File: config.mk
export PLATFORM = sky130hd
export DESIGN_NAME = spi_slave_flat
export DESIGN_NICKNAME = d
export VERILOG_FILES = /design/src/rtl/spi_slave_if.sv /design/src/rtl/spi_slave.sv /design/src/flat_wrapper.sv
export SDC_FILE = /design/constraint.sdc
export NUM_CORES = 1
export LEC_CHECK = 0
export ABC_AREA = 0
export BUFFER_PORTS_ARGS = -buffer_cell sky130_fd_sc_hd__buf_2
export CAP_MARGIN = 20
export CORE_UTILIZATION = 51
export CTS_BUF_LIST = sky130_fd_sc_hd__clkbuf_16
export CTS_CLUSTER_SIZE = 10
export DETAILED_ROUTE_END_ITERATION = 16
export GPL_ROUTABILITY_DRIVEN = 0
export PLACE_DENSITY = 0.79
export SLEW_MARGIN = 25
export SYNTH_ARGS = -nofsm -noshare
export SYNTH_HDL_FRONTEND = slang
export SYNTH_SLANG_ARGS = --single-unit
File: constraint.sdc
create_clock -name i_sys_clk -period 1.9 [get_ports i_sys_clk]
set_input_delay 0.38 -clock i_sys_clk [delete_from_list [all_inputs] [get_ports i_sys_clk]]
set_output_delay 0.38 -clock i_sys_clk [all_outputs]
set_load 0.02 [all_outputs]
File: src/rtl/spi_slave_if.sv
// Bus bundle for the SPI slave: parallel TX/RX word ports on the system
// clock side plus the four SPI pins and the MISO pad enable.
interface spi_slave_if #(
  parameter int XFER_SIZE = 32
);
  logic [XFER_SIZE-1:0] i_tx_data;
  logic                 o_tx_load;
  logic [XFER_SIZE-1:0] o_rx_data;
  logic                 o_rx_vld;
  logic                 o_xfer_abort;
  logic                 o_busy;
  logic                 i_slave_sclk;
  logic                 i_slave_cs_n;
  logic                 i_slave_mosi;
  logic                 o_slave_miso;
  logic                 o_slave_miso_oe;

  // Seen from the slave endpoint.
  modport slave (
    input  i_tx_data, i_slave_sclk, i_slave_cs_n, i_slave_mosi,
    output o_tx_load, o_rx_data, o_rx_vld, o_xfer_abort, o_busy,
           o_slave_miso, o_slave_miso_oe
  );

  // Seen from whoever drives the pins and supplies TX words.
  modport master (
    output i_tx_data, i_slave_sclk, i_slave_cs_n, i_slave_mosi,
    input  o_tx_load, o_rx_data, o_rx_vld, o_xfer_abort, o_busy,
           o_slave_miso, o_slave_miso_oe
  );
endinterface

File: src/rtl/spi_slave.sv
// SPI mode-0 slave, MSB first, fixed word size. SCLK, CS_N and MOSI are
// oversampled on i_sys_clk; every flop runs on the system clock.
module spi_slave #(
  parameter int XFER_SIZE   = 32,
  parameter int SYNC_STAGES = 2
) (
  input  logic       i_sys_clk,
  input  logic       i_sys_rst_n,
  spi_slave_if.slave bus
);
  localparam int XFER_CNT_WIDTH = $clog2(XFER_SIZE);
  localparam logic [XFER_CNT_WIDTH-1:0] LAST_BIT = XFER_CNT_WIDTH'(XFER_SIZE - 1);

  typedef enum logic {
    ST_IDLE,
    ST_SHIFT
  } state_e;

  // Synchronizer chains and edge-detect history.
  logic [SYNC_STAGES-1:0] sclk_sync_d, sclk_sync_q;
  logic [SYNC_STAGES-1:0] cs_sync_d,   cs_sync_q;
  logic [SYNC_STAGES-1:0] mosi_sync_d, mosi_sync_q;
  logic                   sclk_hist_d, sclk_hist_q;
  logic                   cs_hist_d,   cs_hist_q;

  logic sclk_s, cs_s, mosi_s;
  logic sclk_rise, sclk_fall, cs_fall, cs_rise;

  // Protocol state.
  state_e                    state_d,     state_q;
  logic [XFER_CNT_WIDTH-1:0] bit_cnt_d,   bit_cnt_q;
  logic [XFER_SIZE-1:0]      tx_sr_d,     tx_sr_q;
  logic [XFER_SIZE-2:0]      rx_sr_d,     rx_sr_q;
  logic [XFER_SIZE-1:0]      rx_data_d,   rx_data_q;
  logic                      word_done_d, word_done_q;
  logic                      rx_vld_d,    rx_vld_q;
  logic                      tx_load_d,   tx_load_q;
  logic                      abort_d,     abort_q;
  logic [XFER_SIZE-1:0]      rx_next;

  // Shift each pin one stage deeper; the history flop trails the last stage.
  always_comb begin
    sclk_sync_d = {sclk_sync_q[SYNC_STAGES-2:0], bus.i_slave_sclk};
    cs_sync_d   = {cs_sync_q[SYNC_STAGES-2:0],   bus.i_slave_cs_n};
    mosi_sync_d = {mosi_sync_q[SYNC_STAGES-2:0], bus.i_slave_mosi};
    sclk_hist_d = sclk_sync_q[SYNC_STAGES-1];
    cs_hist_d   = cs_sync_q[SYNC_STAGES-1];
  end

  // Synchronizer registers, preset to the bus idle levels (SCLK low, CS_N high).
  always_ff @(posedge i_sys_clk or negedge i_sys_rst_n) begin
    if (!i_sys_rst_n) begin
      sclk_sync_q <= '0;
      cs_sync_q   <= '1;
      mosi_sync_q <= '0;
      sclk_hist_q <= 1'b0;
      cs_hist_q   <= 1'b1;
    end else begin
      // NOTE: non-blocking assignments let every flop sample the pre-edge
      // value of its neighbour, which is what makes the chain a real pipeline.
      sclk_sync_q <= sclk_sync_d;
      cs_sync_q   <= cs_sync_d;
      mosi_sync_q <= mosi_sync_d;
      sclk_hist_q <= sclk_hist_d;
      cs_hist_q   <= cs_hist_d;
    end
  end

  assign sclk_s    = sclk_sync_q[SYNC_STAGES-1];
  assign cs_s      = cs_sync_q[SYNC_STAGES-1];
  assign mosi_s    = mosi_sync_q[SYNC_STAGES-1];
  assign sclk_rise =  sclk_s & ~sclk_hist_q;
  assign sclk_fall = ~sclk_s &  sclk_hist_q;
  assign cs_fall   = ~cs_s   &  cs_hist_q;
  assign cs_rise   =  cs_s   & ~cs_hist_q;
  assign rx_next   = {rx_sr_q, mosi_s};

  // Next-state logic: word framing, shifting, streaming reload and abort.
  always_comb begin
    // NOTE: every signal gets a default before the case so no path leaves
    // one unassigned, which would otherwise infer a latch.
    state_d     = state_q;
    bit_cnt_d   = bit_cnt_q;
    tx_sr_d     = tx_sr_q;
    rx_sr_d     = rx_sr_q;
    rx_data_d   = rx_data_q;
    word_done_d = word_done_q;
    rx_vld_d    = 1'b0;
    tx_load_d   = 1'b0;
    abort_d     = 1'b0;

    case (state_q)
      ST_IDLE: begin
        // SCLK activity while deselected is ignored.
        if (cs_fall) begin
          tx_sr_d     = bus.i_tx_data;
          tx_load_d   = 1'b1;
          bit_cnt_d   = '0;
          word_done_d = 1'b0;
          state_d     = ST_SHIFT;
        end
      end

      ST_SHIFT: begin
        if (cs_rise) begin
          // Deselect wins over a coincident SCLK edge, except that a final
          // rise landing together with it still completes the word.
          state_d     = ST_IDLE;
          word_done_d = 1'b0;
          if (sclk_rise && (bit_cnt_q == LAST_BIT)) begin
            rx_data_d = rx_next;
            rx_vld_d  = 1'b1;
          end else if (bit_cnt_q != '0) begin
            abort_d = 1'b1;
          end
        end else if (sclk_rise) begin
          rx_sr_d = rx_next[XFER_SIZE-2:0];
          if (bit_cnt_q == LAST_BIT) begin
            rx_data_d   = rx_next;
            rx_vld_d    = 1'b1;
            bit_cnt_d   = '0;
            word_done_d = 1'b1;
          end else begin
            bit_cnt_d = bit_cnt_q + XFER_CNT_WIDTH'(1);
          end
        end else if (sclk_fall) begin
          if (word_done_q) begin
            // Back-to-back word under the same CS_N: fetch the next TX word.
            tx_sr_d     = bus.i_tx_data;
            tx_load_d   = 1'b1;
            word_done_d = 1'b0;
          end else begin
            tx_sr_d = {tx_sr_q[XFER_SIZE-2:0], 1'b0};
          end
        end
      end

      default: state_d = ST_IDLE;
    endcase
  end

  // Protocol registers; reset discards any partial word and clears pulses.
  always_ff @(posedge i_sys_clk or negedge i_sys_rst_n) begin
    if (!i_sys_rst_n) begin
      // NOTE: the shift registers are reset as well so MISO and o_rx_data
      // never expose stale bits from a word interrupted by reset.
      state_q     <= ST_IDLE;
      bit_cnt_q   <= '0;
      tx_sr_q     <= '0;
      rx_sr_q     <= '0;
      rx_data_q   <= '0;
      word_done_q <= 1'b0;
      rx_vld_q    <= 1'b0;
      tx_load_q   <= 1'b0;
      abort_q     <= 1'b0;
    end else begin
      state_q     <= state_d;
      bit_cnt_q   <= bit_cnt_d;
      tx_sr_q     <= tx_sr_d;
      rx_sr_q     <= rx_sr_d;
      rx_data_q   <= rx_data_d;
      word_done_q <= word_done_d;
      rx_vld_q    <= rx_vld_d;
      tx_load_q   <= tx_load_d;
      abort_q     <= abort_d;
    end
  end

  assign bus.o_tx_load       = tx_load_q;
  assign bus.o_rx_data       = rx_data_q;
  assign bus.o_rx_vld        = rx_vld_q;
  assign bus.o_xfer_abort    = abort_q;
  assign bus.o_busy          = (state_q == ST_SHIFT);
  assign bus.o_slave_miso_oe = (state_q == ST_SHIFT);
  assign bus.o_slave_miso    = (state_q == ST_SHIFT) & tx_sr_q[XFER_SIZE-1];
endmodule

File: src/flat_wrapper.sv
// flat-port wrapper written by rule: the top's interface ports become plain ports
module spi_slave_flat 
#(
  parameter int XFER_SIZE   = 32,
  parameter int SYNC_STAGES = 2
)
  (i_sys_clk, i_sys_rst_n, bus_i_tx_data, bus_i_slave_sclk, bus_i_slave_cs_n, bus_i_slave_mosi, bus_o_tx_load, bus_o_rx_data, bus_o_rx_vld, bus_o_xfer_abort, bus_o_busy, bus_o_slave_miso, bus_o_slave_miso_oe);
  spi_slave_if #(.XFER_SIZE(XFER_SIZE)) bus_i ();
  input  logic i_sys_clk;
  input  logic i_sys_rst_n;
  input wire logic [$bits(bus_i.i_tx_data)-1:0] bus_i_tx_data;
  input wire logic [$bits(bus_i.i_slave_sclk)-1:0] bus_i_slave_sclk;
  input wire logic [$bits(bus_i.i_slave_cs_n)-1:0] bus_i_slave_cs_n;
  input wire logic [$bits(bus_i.i_slave_mosi)-1:0] bus_i_slave_mosi;
  output wire logic [$bits(bus_i.o_tx_load)-1:0] bus_o_tx_load;
  output wire logic [$bits(bus_i.o_rx_data)-1:0] bus_o_rx_data;
  output wire logic [$bits(bus_i.o_rx_vld)-1:0] bus_o_rx_vld;
  output wire logic [$bits(bus_i.o_xfer_abort)-1:0] bus_o_xfer_abort;
  output wire logic [$bits(bus_i.o_busy)-1:0] bus_o_busy;
  output wire logic [$bits(bus_i.o_slave_miso)-1:0] bus_o_slave_miso;
  output wire logic [$bits(bus_i.o_slave_miso_oe)-1:0] bus_o_slave_miso_oe;
  assign bus_i.i_tx_data = bus_i_tx_data;
  assign bus_i.i_slave_sclk = bus_i_slave_sclk;
  assign bus_i.i_slave_cs_n = bus_i_slave_cs_n;
  assign bus_i.i_slave_mosi = bus_i_slave_mosi;
  assign bus_o_tx_load = bus_i.o_tx_load;
  assign bus_o_rx_data = bus_i.o_rx_data;
  assign bus_o_rx_vld = bus_i.o_rx_vld;
  assign bus_o_xfer_abort = bus_i.o_xfer_abort;
  assign bus_o_busy = bus_i.o_busy;
  assign bus_o_slave_miso = bus_i.o_slave_miso;
  assign bus_o_slave_miso_oe = bus_i.o_slave_miso_oe;
  spi_slave #(.XFER_SIZE(XFER_SIZE), .SYNC_STAGES(SYNC_STAGES)) u_core (.i_sys_clk(i_sys_clk), .i_sys_rst_n(i_sys_rst_n), .bus(bus_i));
endmodule
# Yosys cells after proc, flatten, opt, wreduce, memory -nomap -nowiden
# Cells that the tools add are included.
# word_totals
input_bits,37
mem_bits_rw,0
latch_bits,0
memories,0
wordCells,82
output_inout_bits,38
romBits,0
register_bits,113
# op_classes
magnitude_cmp,0
muxes,38
n_div,0
mul,0
shifts,0
bitwise_logic,11
n_addsub,1
n_reduce_logical,9
eq_ne,9
# ops
cell,count
two-way mux 32 bit,9
one-hot mux 32 bit (2 select lines),1
two-way mux 1 bit,20
two-way mux 5 bit,4
one-hot mux 5 bit (2 select lines),1
AND reduction 3 bit,3
AND reduction 4 bit,2
"inequality test 2 x 1 -> 1 bit, second input constant",3
"inequality test 2 bit, second input constant",3
inverter 1 bit,6
one-hot mux 1 bit (2 select lines),3
"adder 5 x 1 -> 5 bit, second input constant",1
AND 1 bit,5
"equality test 5 bit, second input constant",1
nonzero test 5 bit,1
"inequality test 4 x 1 -> 1 bit, second input constant",1
"inequality test 4 bit, second input constant",1
nonzero test 2 bit,2
logical AND 1 bit,1

# Longest topological paths before layout
# Gate-level depths: netlist of run 1.
# logic_depth
ltp_word,6
depth_mapped,7

# Worst setup path before layout of run 1
# Ideal clock, no wire load.
# synth_path
path_kind,register -> register
from,register u_core.bit_cnt_q[0]
to,"register u_core.rx_data_q[0], in the netlist u_core.bus.o_rx_data[0]"
setup_ns,0.125
setup_slack_ns,-0.147
n_path_buf,1
t_arrival_ns,1.922
required_ns,1.775
path_stages_with_launch,8
period_less_slack_ns,2.047
path_cell_list,dfrtp_1 -> ha_1 -> and3_1 -> ha_1 -> and3b_1 -> nand2_1 -> buf_2 -> mux2_2
# synth_between
elab_chain_cells,4
word_cells_on_any_way,5
cone_classes,eq/ne (2); reduce/logical (3)
# synth_lines
element,line_no,source
"start, declared",spi_slave.sv:31,"logic [XFER_CNT_WIDTH-1:0] bit_cnt_d, bit_cnt_q;"
"start signal, assigned",spi_slave.sv:158,bit_cnt_q <= bit_cnt_d;
equality test 5 bit (*),"spi_slave.sv:110, spi_slave.sv:118",
logical AND 1 bit,spi_slave.sv:110,if (sclk_rise && (bit_cnt_q == LAST_BIT)) begin
inequality test 2 bit (no source line),n/a,
AND reduction 4 bit (no source line) (*),n/a,
"end signal, assigned",spi_slave.sv:161,rx_data_q <= rx_data_d;
"end, declared",spi_slave.sv:34,"logic [XFER_SIZE-1:0] rx_data_d, rx_data_q;"
# Mark *: on every way between the ends. The rest lies on a longest branch, timed or not.
# A chain may end at the register's enable or synchronous reset.

# Worst setup path after layout of run 1
# layout_path
from,register u_core.bit_cnt_q[0]
to,"register u_core.rx_data_q[31], in the netlist u_core.bus.o_rx_data[31]"
# Same word-level chain as after synthesis.

==> results of run 1 <==
-- worst register-to-register path, delay by kind of cell (launching register included) --
family	cells	cell delay [ns]
multiplexers	1	0.34
flip-flops	1	0.39
adder cells (fa/ha/maj)	2	0.35
buffers and inverters	2	0.25
AND/OR/NAND/NOR	3	0.49
-- flip-flops by register name, summed over array words and instances (netlist names) --
register and flops:
u_core.sclk_sync_q 2, u_core.bus.o_rx_data 32, u_core.cs_sync_q 2, u_core.bus.o_tx_load 1, u_core.mosi_sync_q 2, u_core.bus.o_busy 1
u_core.bus.o_rx_vld 1, u_core.tx_sr_q 32, u_core.bus.o_xfer_abort 1, u_core.word_done_q 1, u_core.sclk_hist_q 1, u_core.rx_sr_q 31
u_core.bit_cnt_q 5, u_core.cs_hist_q 1
-- power by group through the flow --
stage	Sequential (W)	Combinational, W	Clock (W)
final	0.00315	0.00136	0.00301
after global placement	0.00314	0.00125	0
after CTS	0.00315	0.00133	0.00306
after floorplan	0.00309	0.00103	0
after detailed placement	0.00318	0.00128	0
after global routing	0.00321	0.00148	0.00316
-- worst max-delay path by stage --
stage                   startpoint                       end  slack (ns)
2_1_floorplan  u_core.bit_cnt_q[0]   u_core.bus.o_rx_data[0]       0.008
3_3_place_gp   u_core.bit_cnt_q[1]  u_core.bus.o_rx_data[21]        0.05
3_5_place_dp   u_core.bit_cnt_q[1]   u_core.bus.o_rx_data[6]       -0.04
4_1_cts        u_core.bit_cnt_q[1]  u_core.bus.o_rx_data[29]       -0.02
5_1_grt        u_core.bit_cnt_q[0]  u_core.bus.o_rx_data[31]       -0.08
6_report       u_core.bit_cnt_q[0]  u_core.bus.o_rx_data[31]       -0.04
-- layer usage --
layer	global-route usage	vias to the layer above
met4	0.08145	0
met5	0	-
met2	0.3440	85
met3	0.07449	13
li1	-	1302
met1	0.2713	1421
-- layout make-up --
class | count | area [um2]
tap | 111 | 138.9
fill | 653 | 3000
clock inverter | 15 | 143.9
inverter | 10 | 37.54
clock buffer | 17 | 425.4
sequential | 113 | 2831
multi-input combinational | 165 | 1896
timing repair buffer | 105 | 723.2
-- cells by family (layout without fill, tap and decap cells) --
family | count (synthesis) | in the layout | synth area share
AO/OA/AOI/OAI | 9 | 9 | 0.01684
adder cells (fa/ha/maj) | 3 | 3 | 0.007771
buffers and inverters | 25 | 147 | 0.03419
flip-flops | 113 | 113 | 0.5861
multiplexers | 129 | 129 | 0.3225
AND/OR/NAND/NOR | 24 | 24 | 0.03264
-- repair_timing --
| item | CTS | global route |
|---|---|---|
| pin swaps | 4 | 4 |
| gates resized for setup | 15 | 1 |
| endpoints found under the setup margin | 32 | 38 |
| cloned | 2 | 0 |
| hold buffers | 1 | 0 |
| endpoints found under the hold margin | 27 | 0 |
| buffers inserted | 5 | 6 |
-- through the flow --
stage	hold WS, ns	util	instances	setup slack, ns
after floorplan	0.08441	-	303	0.007930
after global placement	0.3326	0.5910	491	0.04544
after detailed placement	0.3355	0.5910	491	-0.03520
after CTS	0.06593	0.6713	531	-0.02303
after global routing	0.06039	0.6737	536	-0.08096
final	0.07908	0.6737	536	-0.04384
-- cells in the final DEF, fill, tap and decap left out, types with 2 or more instances in the layout --
cell,instances
dfrtp_1,110
buf_2,73
inv_1,10
mux2_2,90
clkinv_4,3
buf_12,7
clkinvlp_4,2
buf_4,21
nand2_1,2
o221ai_1,2
inv_6,2
buf_6,2
nand2b_1,3
mux2_4,35
nand4_1,2
bufinv_16,2
nor2b_1,2
clkinv_1,3
dfstp_2,3
clkinv_2,2
clkbuf_16,17
mux2i_1,3
==> flow_metrics.env, run 1 <==
export IMPL_die_area_um2=9865
export IMPL_setup_violations=12
export IMPL_io_buffers=74
export IMPL_fin_area_um2=6196
export IMPL_grt_pass1_vias=3140
export IMPL_vias=2821
export IMPL_synth_flop_cell="dfrtp_1"
export IMPL_outcome="finished, violations left"
export IMPL_cts_buffer_depth=2
export IMPL_diodes=0
export IMPL_grt_ovfl_total=0
export IMPL_synth_top_area_frac=0.5698
export IMPL_antenna_found_initial=0
export IMPL_netlist_top_cell_by_area="dfrtp_1"
export IMPL_hold_viol=0
export IMPL_violations="negative setup slack"
export IMPL_cts_reportedPaths_clkPinSlew_ns=0.06
export IMPL_hold_class="in2reg"
export IMPL_drv_slew=0
export IMPL_hold_depth=1
export IMPL_die_x_um=99.33
export IMPL_setup_worst_path_end_class="register"
export IMPL_ys_top_cells_by_area="dfrtp_1, mux2_2, mux2_4, dfstp_2, buf_12"
export IMPL_fin_ws_ns=-0.04384
export IMPL_r2r_slack_ns=-0.04
export IMPL_drt_total_wl_um=9465
export IMPL_p_leak_nw=3.194
export IMPL_grt_max_degree=35
export IMPL_drtAntennaViolNets=0
export IMPL_critPathKind="reg2reg"
export IMPL_timing_setup_tns_ns=-0.2979
export IMPL_pwr_share_clk=0.400
export IMPL_min_from="bus_i_slave_cs_n"
export IMPL_p_switching_w=0.001844
export IMPL_drive_gt1_frac=0.6400
export IMPL_dp_hpwl_um=5662
export IMPL_clock_sinks=113
export IMPL_whs_endpoint="u_core.cs_sync_q[0]"
export IMPL_syn_area_per_cell_um2=15.94
export IMPL_cts_root_buf="clkbuf_16"
export IMPL_period_share=1.023
export IMPL_topRoutingLayerUsed="met4"
export IMPL_worstSkewPairLatency_ns=0.40
export IMPL_p_seq_frac=0.419
export IMPL_wl_met3_um=552
export IMPL_async_flop_share=1.000
export IMPL_path_cells="ha_2, and3_4, ha_4, and3b_2, nand2_4, buf_6, buf_16, mux2_2"
export IMPL_fp_row_count=35
export IMPL_relSlewSlack=0.6839
export IMPL_drt_met1_wl_um=4196
export IMPL_rsz0062_at_grt="true"
export IMPL_fmax_mhz=514.4
export IMPL_synth_cell_types=38
export IMPL_grt_usage=0.2150
export IMPL_crit_reg2reg_launch="u_core.bit_cnt_q[0]"
export IMPL_vias_per_cell=5.263
export IMPL_powerDensity_nw_per_um2=1215
export IMPL_synth_most_common_cell="dfrtp_1"
export IMPL_ys_ff_latch=113
export IMPL_dpl_cell_area_um2=5435
export IMPL_peakVddDrop_uv=980.4
export IMPL_required_ns=2.18
export IMPL_grt_pass1_wl_um=16060
export IMPL_cts_tree="yes"
export IMPL_p_comb_frac=0.181
export IMPL_synth_seq_area_share=0.5861
export IMPL_cts_buffers=17
export IMPL_ioPinCount=75
export IMPL_path_delay_family="simple AND/OR/NAND/NOR gates"
export IMPL_netlist_instances=303
export IMPL_drcViolationCount=0
export IMPL_synth_edf_count=0
export IMPL_wl_met2_um=4580
export IMPL_wire_per_inst_um=17.66
export IMPL_tightest_slew_ns=0.4741
export IMPL_area_growth_pct=28.26
export IMPL_netSwitchingFraction=0.2450
export IMPL_synth_warnings=0
export IMPL_cp_max_fo=6
export IMPL_synth_nets=343
export IMPL_fin_skew_ns=0.007633
export IMPL_crit_path_max_incr_delay_ns=0.39
export IMPL_path_buf_inv=2
export IMPL_nets=452
export IMPL_crit_arrival_ns=2.23
export IMPL_start_kind="register"
export IMPL_p_total_w=0.007526
export IMPL_dr_pass1_iters=4
export IMPL_reg2regPathDepth=8
export IMPL_power_internal_w=0.005682
export IMPL_cts_htree_levels=4
export IMPL_die_y_um=99.33
export IMPL_post_route_min_period_ns=1.944
export IMPL_core_area_um2=9196
export IMPL_synthTopCellsByCount="dfrtp_1, mux2_2, mux2_4, buf_2, inv_1"
export IMPL_cp_depth=8
export IMPL_syn_cell_area_um2=4831
export IMPL_drtIter0Drc=155
export IMPL_cp_slowest_cell="dfrtp_1"
export IMPL_start_util=0.5253
export IMPL_max_cap_violations=0
export IMPL_rr_endpoint="u_core.bus.o_rx_data[31]"
(Power assumes the default switching activity.)
==> run 2: changes to the inputs <==
CELL_PAD_IN_SITES_DETAIL_PLACEMENT = 1   (was default)
CELL_PAD_IN_SITES_GLOBAL_PLACEMENT = 1   (was default)
CORE_UTILIZATION = 42   (was 51)
PLACE_DENSITY = 0.78   (was 0.79)
==> flow_metrics.env, run 2 (synthesis gave the netlist of run 1 again) <==
export IMPL_fin_skew_ns=0.009388
export IMPL_dp_hpwl_um=6358
export IMPL_max_cap_violations=0
export IMPL_grt_max_degree=43
export IMPL_grt_pass1_vias=3040
export IMPL_cts_root_buf="clkbuf_16"
export IMPL_p_total_w=0.007700
export IMPL_relSlewSlack=0.6896
export IMPL_dpl_cell_area_um2=5461
export IMPL_dr_pass1_iters=4
export IMPL_ioPinCount=75
export IMPL_drcViolationCount=0
export IMPL_start_util=0.4380
export IMPL_die_area_um2=11930
export IMPL_io_buffers=74
export IMPL_fill_cells=1068
export IMPL_worstSkewPairLatency_ns=0.41
export IMPL_start_kind="register"
export IMPL_peakVddDrop_uv=686.5
export IMPL_fp_row_count=38
export IMPL_cts_tree="yes"
export IMPL_critPathKind="reg2reg"
export IMPL_fmax_mhz=509.0
export IMPL_required_ns=2.20
export IMPL_cts_buffers=17
export IMPL_hold_class="in2reg"
export IMPL_cts_buffer_depth=2
export IMPL_die_x_um=109.2
export IMPL_violations="negative setup slack"
export IMPL_crit_arrival_ns=2.26
export IMPL_grt_pass1_wl_um=15730
export IMPL_core_area_um2=11030
export IMPL_die_y_um=109.2
export IMPL_layout_common_cells="dfrtp_1, buf_2, mux2_2"
export IMPL_outcome="finished, violations left"
export IMPL_drv_slew=0
export IMPL_setup_worst_path_end_class="register"
export IMPL_period_share=1.034
export IMPL_p_leak_nw=3.259
export IMPL_area_growth_pct=30.90
export IMPL_grt_usage=0.1798
export IMPL_cts_htree_levels=4
export IMPL_hold_viol=0
export IMPL_fin_area_um2=6324
export IMPL_clock_sinks=113
export IMPL_drive_gt1_frac=0.6420
export IMPL_grt_ovfl_total=0
export IMPL_powerDensity_nw_per_um2=1218
export IMPL_post_route_min_period_ns=1.965
export IMPL_cts_reportedPaths_clkPinSlew_ns=0.06
export IMPL_wire_per_inst_um=18.83
export IMPL_nets=446
export IMPL_timing_setup_tns_ns=-1.291
export IMPL_drtIter0Drc=135
export IMPL_tightest_slew_ns=0.4646
export IMPL_rsz0062_at_grt="true"
export IMPL_final_common_cell="dfrtp_1"
export IMPL_setup_violations=27
export IMPL_drt_total_wl_um=10530
export IMPL_fin_ws_ns=-0.06480
export IMPL_cp_max_fo=5
export IMPL_antenna_found_initial=0
export IMPL_vias=2883
export IMPL_drtAntennaViolNets=0
export IMPL_vias_per_cell=5.157
export IMPL_diodes=0
==> run 2: cell count changes in the layout (fill, tap and decap cells not counted), sizes merged <==
cell / delta
buf: -8
clkinv: -4
inv: +4
clkbuf: +2
==> run 2: worst paths after layout <==
path | start | to | slack, ns | cells past startpoint
max in group asynchronous | i_sys_rst_n | u_core.cs_sync_q[0] | 0.92 | 3
min in group asynchronous | i_sys_rst_n | u_core.tx_sr_q[25] | 0.40 | 2
hold reg to reg | u_core.mosi_sync_q[0] | u_core.mosi_sync_q[1] | 0.35 | 0
hold / removal | bus_i_slave_mosi | u_core.mosi_sync_q[0] | 0.07 | 1
setup reg to reg | u_core.bit_cnt_q[1] | u_core.bus.o_rx_data[30] | -0.06 | 8
setup / recovery | u_core.bit_cnt_q[1] | u_core.bus.o_rx_data[30] | -0.06 | 8
==> run 2: critical path: stages (launching register included) <==
cell and delay [ns]:
dfrtp_1 0.39, ha_2 0.20, and3_4 0.18, ha_4 0.15, and3b_2 0.22, nand2_4 0.09, buf_6 0.14, clkbuf_16 0.16
mux2_4 0.30
==> run 2: routing by layer <==
| metal | GRT usage | up-vias | part of all wire |
|---|---|---|---|
| met1 | 0.2239 | 1493 | 0.42 |
| met4 | 0.06571 | 0 | 0.014 |
| met3 | 0.06934 | 17 | 0.065 |
| met2 | 0.2839 | 83 | 0.50 |
| li1 | - | 1290 | - |
| met5 | 0 | - | 0 |
==> run 2: power breakdown <==
group	total, W	leakage, nW	internal, W	switching [W]
registers	0.00315	1.47	0.00287	0.000289
clock network	0.00321	0.289	0.00197	0.00124
logic	0.00134	1.50	0.000882	0.000453
==> run 2: through the flow <==
step	utilization	worst slack, ns	std cells	hold WS, ns
6_report	0.5733	-0.06480	559	0.07226
5_1_grt	0.5733	-0.1094	559	0.05071
4_1_cts	0.5503	-0.03008	550	0.05408
3_5_place_dp	0.4951	-0.01845	517	0.2935
3_3_place_gp	0.4951	0.04210	517	0.2944
2_1_floorplan	-	0.007930	303	0.08441
==> run 2: repair_timing <==
action                                  in CTS  in global routing
buffers inserted                             0                  7
endpoints found under the setup margin      25                 34
gates resized for setup                      0                 41
hold buffers                                 1                  0
hold endpoints to repair                    18                  0
gates cloned                                 0                  2
pin swaps                                    0                  2
==> run 2: layout make-up <==
| cell class | count | area, um2 | share of cell area |
|---|---|---|---|
| clock buffer | 17 | 425.4 | 0.06727 |
| inverter | 10 | 37.54 | 0.005936 |
| multi-input combinational | 165 | 1969 | 0.3114 |
| clock inverter | 15 | 172.7 | 0.02731 |
| timing repair buffer | 99 | 711.9 | 0.1126 |
| sequential | 113 | 2831 | 0.4478 |
| tap | 140 | 175.2 | 0.02770 |
==> run 3: changes to the inputs <==
CORE_UTILIZATION = 51   (was 42)
PLACE_DENSITY = 0.88   (was 0.78)
clock period = 2.5 ns   (was 1.9 ns; I/O delays follow)
==> flow_metrics.env, run 3 (synthesis gave the netlist of run 1 again) <==
export IMPL_fill_cells=847
export IMPL_vias_per_cell=5.548
export IMPL_critPathKind="reg2reg"
export IMPL_worstSkewPairLatency_ns=0.41
export IMPL_clock_sinks=113
export IMPL_diodes=0
export IMPL_hold_viol=0
export IMPL_grt_pass1_vias=3294
export IMPL_cts_tree="yes"
export IMPL_fin_skew_ns=0.01173
export IMPL_powerDensity_nw_per_um2=981.8
export IMPL_dr_pass1_iters=4
export IMPL_drv_slew=0
export IMPL_die_area_um2=9865
export IMPL_grt_max_degree=63
export IMPL_grt_usage=0.2428
export IMPL_grt_ovfl_total=0
export IMPL_drtIter0Drc=73
export IMPL_grt_pass1_wl_um=17780
export IMPL_drt_total_wl_um=10790
export IMPL_max_cap_violations=0
export IMPL_post_route_min_period_ns=2.230
export IMPL_setup_violations=0
export IMPL_cp_max_fo=34
export IMPL_period_share=0.8922
export IMPL_core_area_um2=9196
export IMPL_die_y_um=99.33
export IMPL_drive_gt1_frac=0.6125
export IMPL_final_common_cell="dfrtp_1"
export IMPL_io_buffers=74
export IMPL_start_util=0.5253
export IMPL_dpl_worst_slack_ns=0.3894
export IMPL_area_growth_pct=21.86
export IMPL_rsz0062_at_grt="false"
export IMPL_start_kind="register"
export IMPL_timing_setup_tns_ns=0
export IMPL_fp_row_count=35
export IMPL_post_cts_setup_buffers=0
export IMPL_antenna_found_initial=0
export IMPL_nets=428
export IMPL_outcome="finished clean"
export IMPL_p_leak_nw=3.026
export IMPL_drtAntennaViolNets=0
export IMPL_drcViolationCount=0
export IMPL_cts_htree_levels=4
export IMPL_placed_cells=480
export IMPL_peakVddDrop_uv=587.2
export IMPL_cts_root_buf="clkbuf_16"
export IMPL_crit_arrival_ns=2.52
export IMPL_whs_ns=0.05452
export IMPL_seq_area_um2=2831
export IMPL_wire_per_inst_um=21.12
export IMPL_die_x_um=99.33
export IMPL_ioPinCount=75
export IMPL_cts_buffer_depth=2
export IMPL_tightest_slew_ns=0.4970
export IMPL_multi_input_area_um2=1834
export IMPL_cts_hold_buffers_added=0
export IMPL_relSlewSlack=0.6687
export IMPL_fin_cells=511
export IMPL_cts_resized=0
export IMPL_setup_worst_path_end_class="register"
export IMPL_dp_hpwl_um=6112
export IMPL_layout_common_cells="dfrtp_1, mux2_2, buf_2"
export IMPL_cts_buffers=17
export IMPL_hold_class="in2async"
export IMPL_required_ns=2.79
export IMPL_fmax_mhz=448.3
export IMPL_cts_reportedPaths_clkPinSlew_ns=0.06
export IMPL_fin_ws_ns=0.2695
export IMPL_vias=2835
run 3: cell types whose count changed in the layout (fill, tap and decap cells not counted), moves of 2 or more:
| cell | before | now |
|---|---|---|
| mux2_2 | 69 | 96 |
| mux2_4 | 56 | 29 |
| buf_4 | 12 | 5 |
| buf_12 | 7 | 3 |
| buf_8 | 3 | 0 |
| clkbuf_16 | 19 | 17 |
| clkinv_4 | 3 | 5 |
| ha_1 | 1 | 3 |
| inv_8 | 2 | 0 |
run 3: worst paths after layout:
check                           cells after the start             startpoint                  endpoint  slack, ns
worst max-delay path                                7    u_core.bit_cnt_q[0]  u_core.bus.o_rx_data[11]       0.27
worst min-delay path                                1            i_sys_rst_n        u_core.tx_sr_q[26]       0.05
worst max register to register                      7    u_core.bit_cnt_q[0]  u_core.bus.o_rx_data[11]       0.27
worst min register to register                      0  u_core.mosi_sync_q[0]     u_core.mosi_sync_q[1]       0.36
max in group asynchronous                           2            i_sys_rst_n          u_core.cs_hist_q       1.73
min in group i_sys_clk                              1       bus_i_slave_cs_n       u_core.cs_sync_q[0]       0.19
run 3: cell type report:
| cell class | instances | share of cell area |
|---|---|---|
| sequential | 113 | 0.4810 |
| tap | 111 | 0.02359 |
| inverter | 10 | 0.006376 |
| multi-input combinational | 165 | 0.3116 |
| timing repair buffer | 81 | 0.07864 |
| clock inverter | 14 | 0.02657 |
| clock buffer | 17 | 0.07226 |
run 3: where the power goes:
part           internal [W]  total [W]  switching [W]
Combinational      0.000625   0.000976       0.000351
Clock               0.00148    0.00238       0.000907
Sequential          0.00218    0.00242       0.000243
Total               0.00428    0.00578        0.00150
run 3: critical path: stages, from the launching register on:
cell and delay, ns:
dfrtp_1 0.44, ha_1 0.26, and3_1 0.19, ha_1 0.24
and3b_1 0.21, nand2_1 0.12, buf_12 0.23, mux2_2 0.38
run 3: through the flow:
stage,total power (W),cell area (um2),utilization
floorplan,0.003130,4831,-
global placement,0.003296,5305,0.5769
detailed placement,0.003385,5305,0.5769
CTS,0.005839,5887,0.6401
global route,0.006010,5887,0.6401
finish,0.005780,5887,0.6401
run 3: routing by layer:
metal | track usage | vias up | part of all wire
met5 | 0 | - | 0
met4 | 0.08371 | 0 | 0.013
met3 | 0.08292 | 11 | 0.047
met2 | 0.4300 | 80 | 0.53
met1 | 0.2735 | 1485 | 0.41
li1 | - | 1259 | -
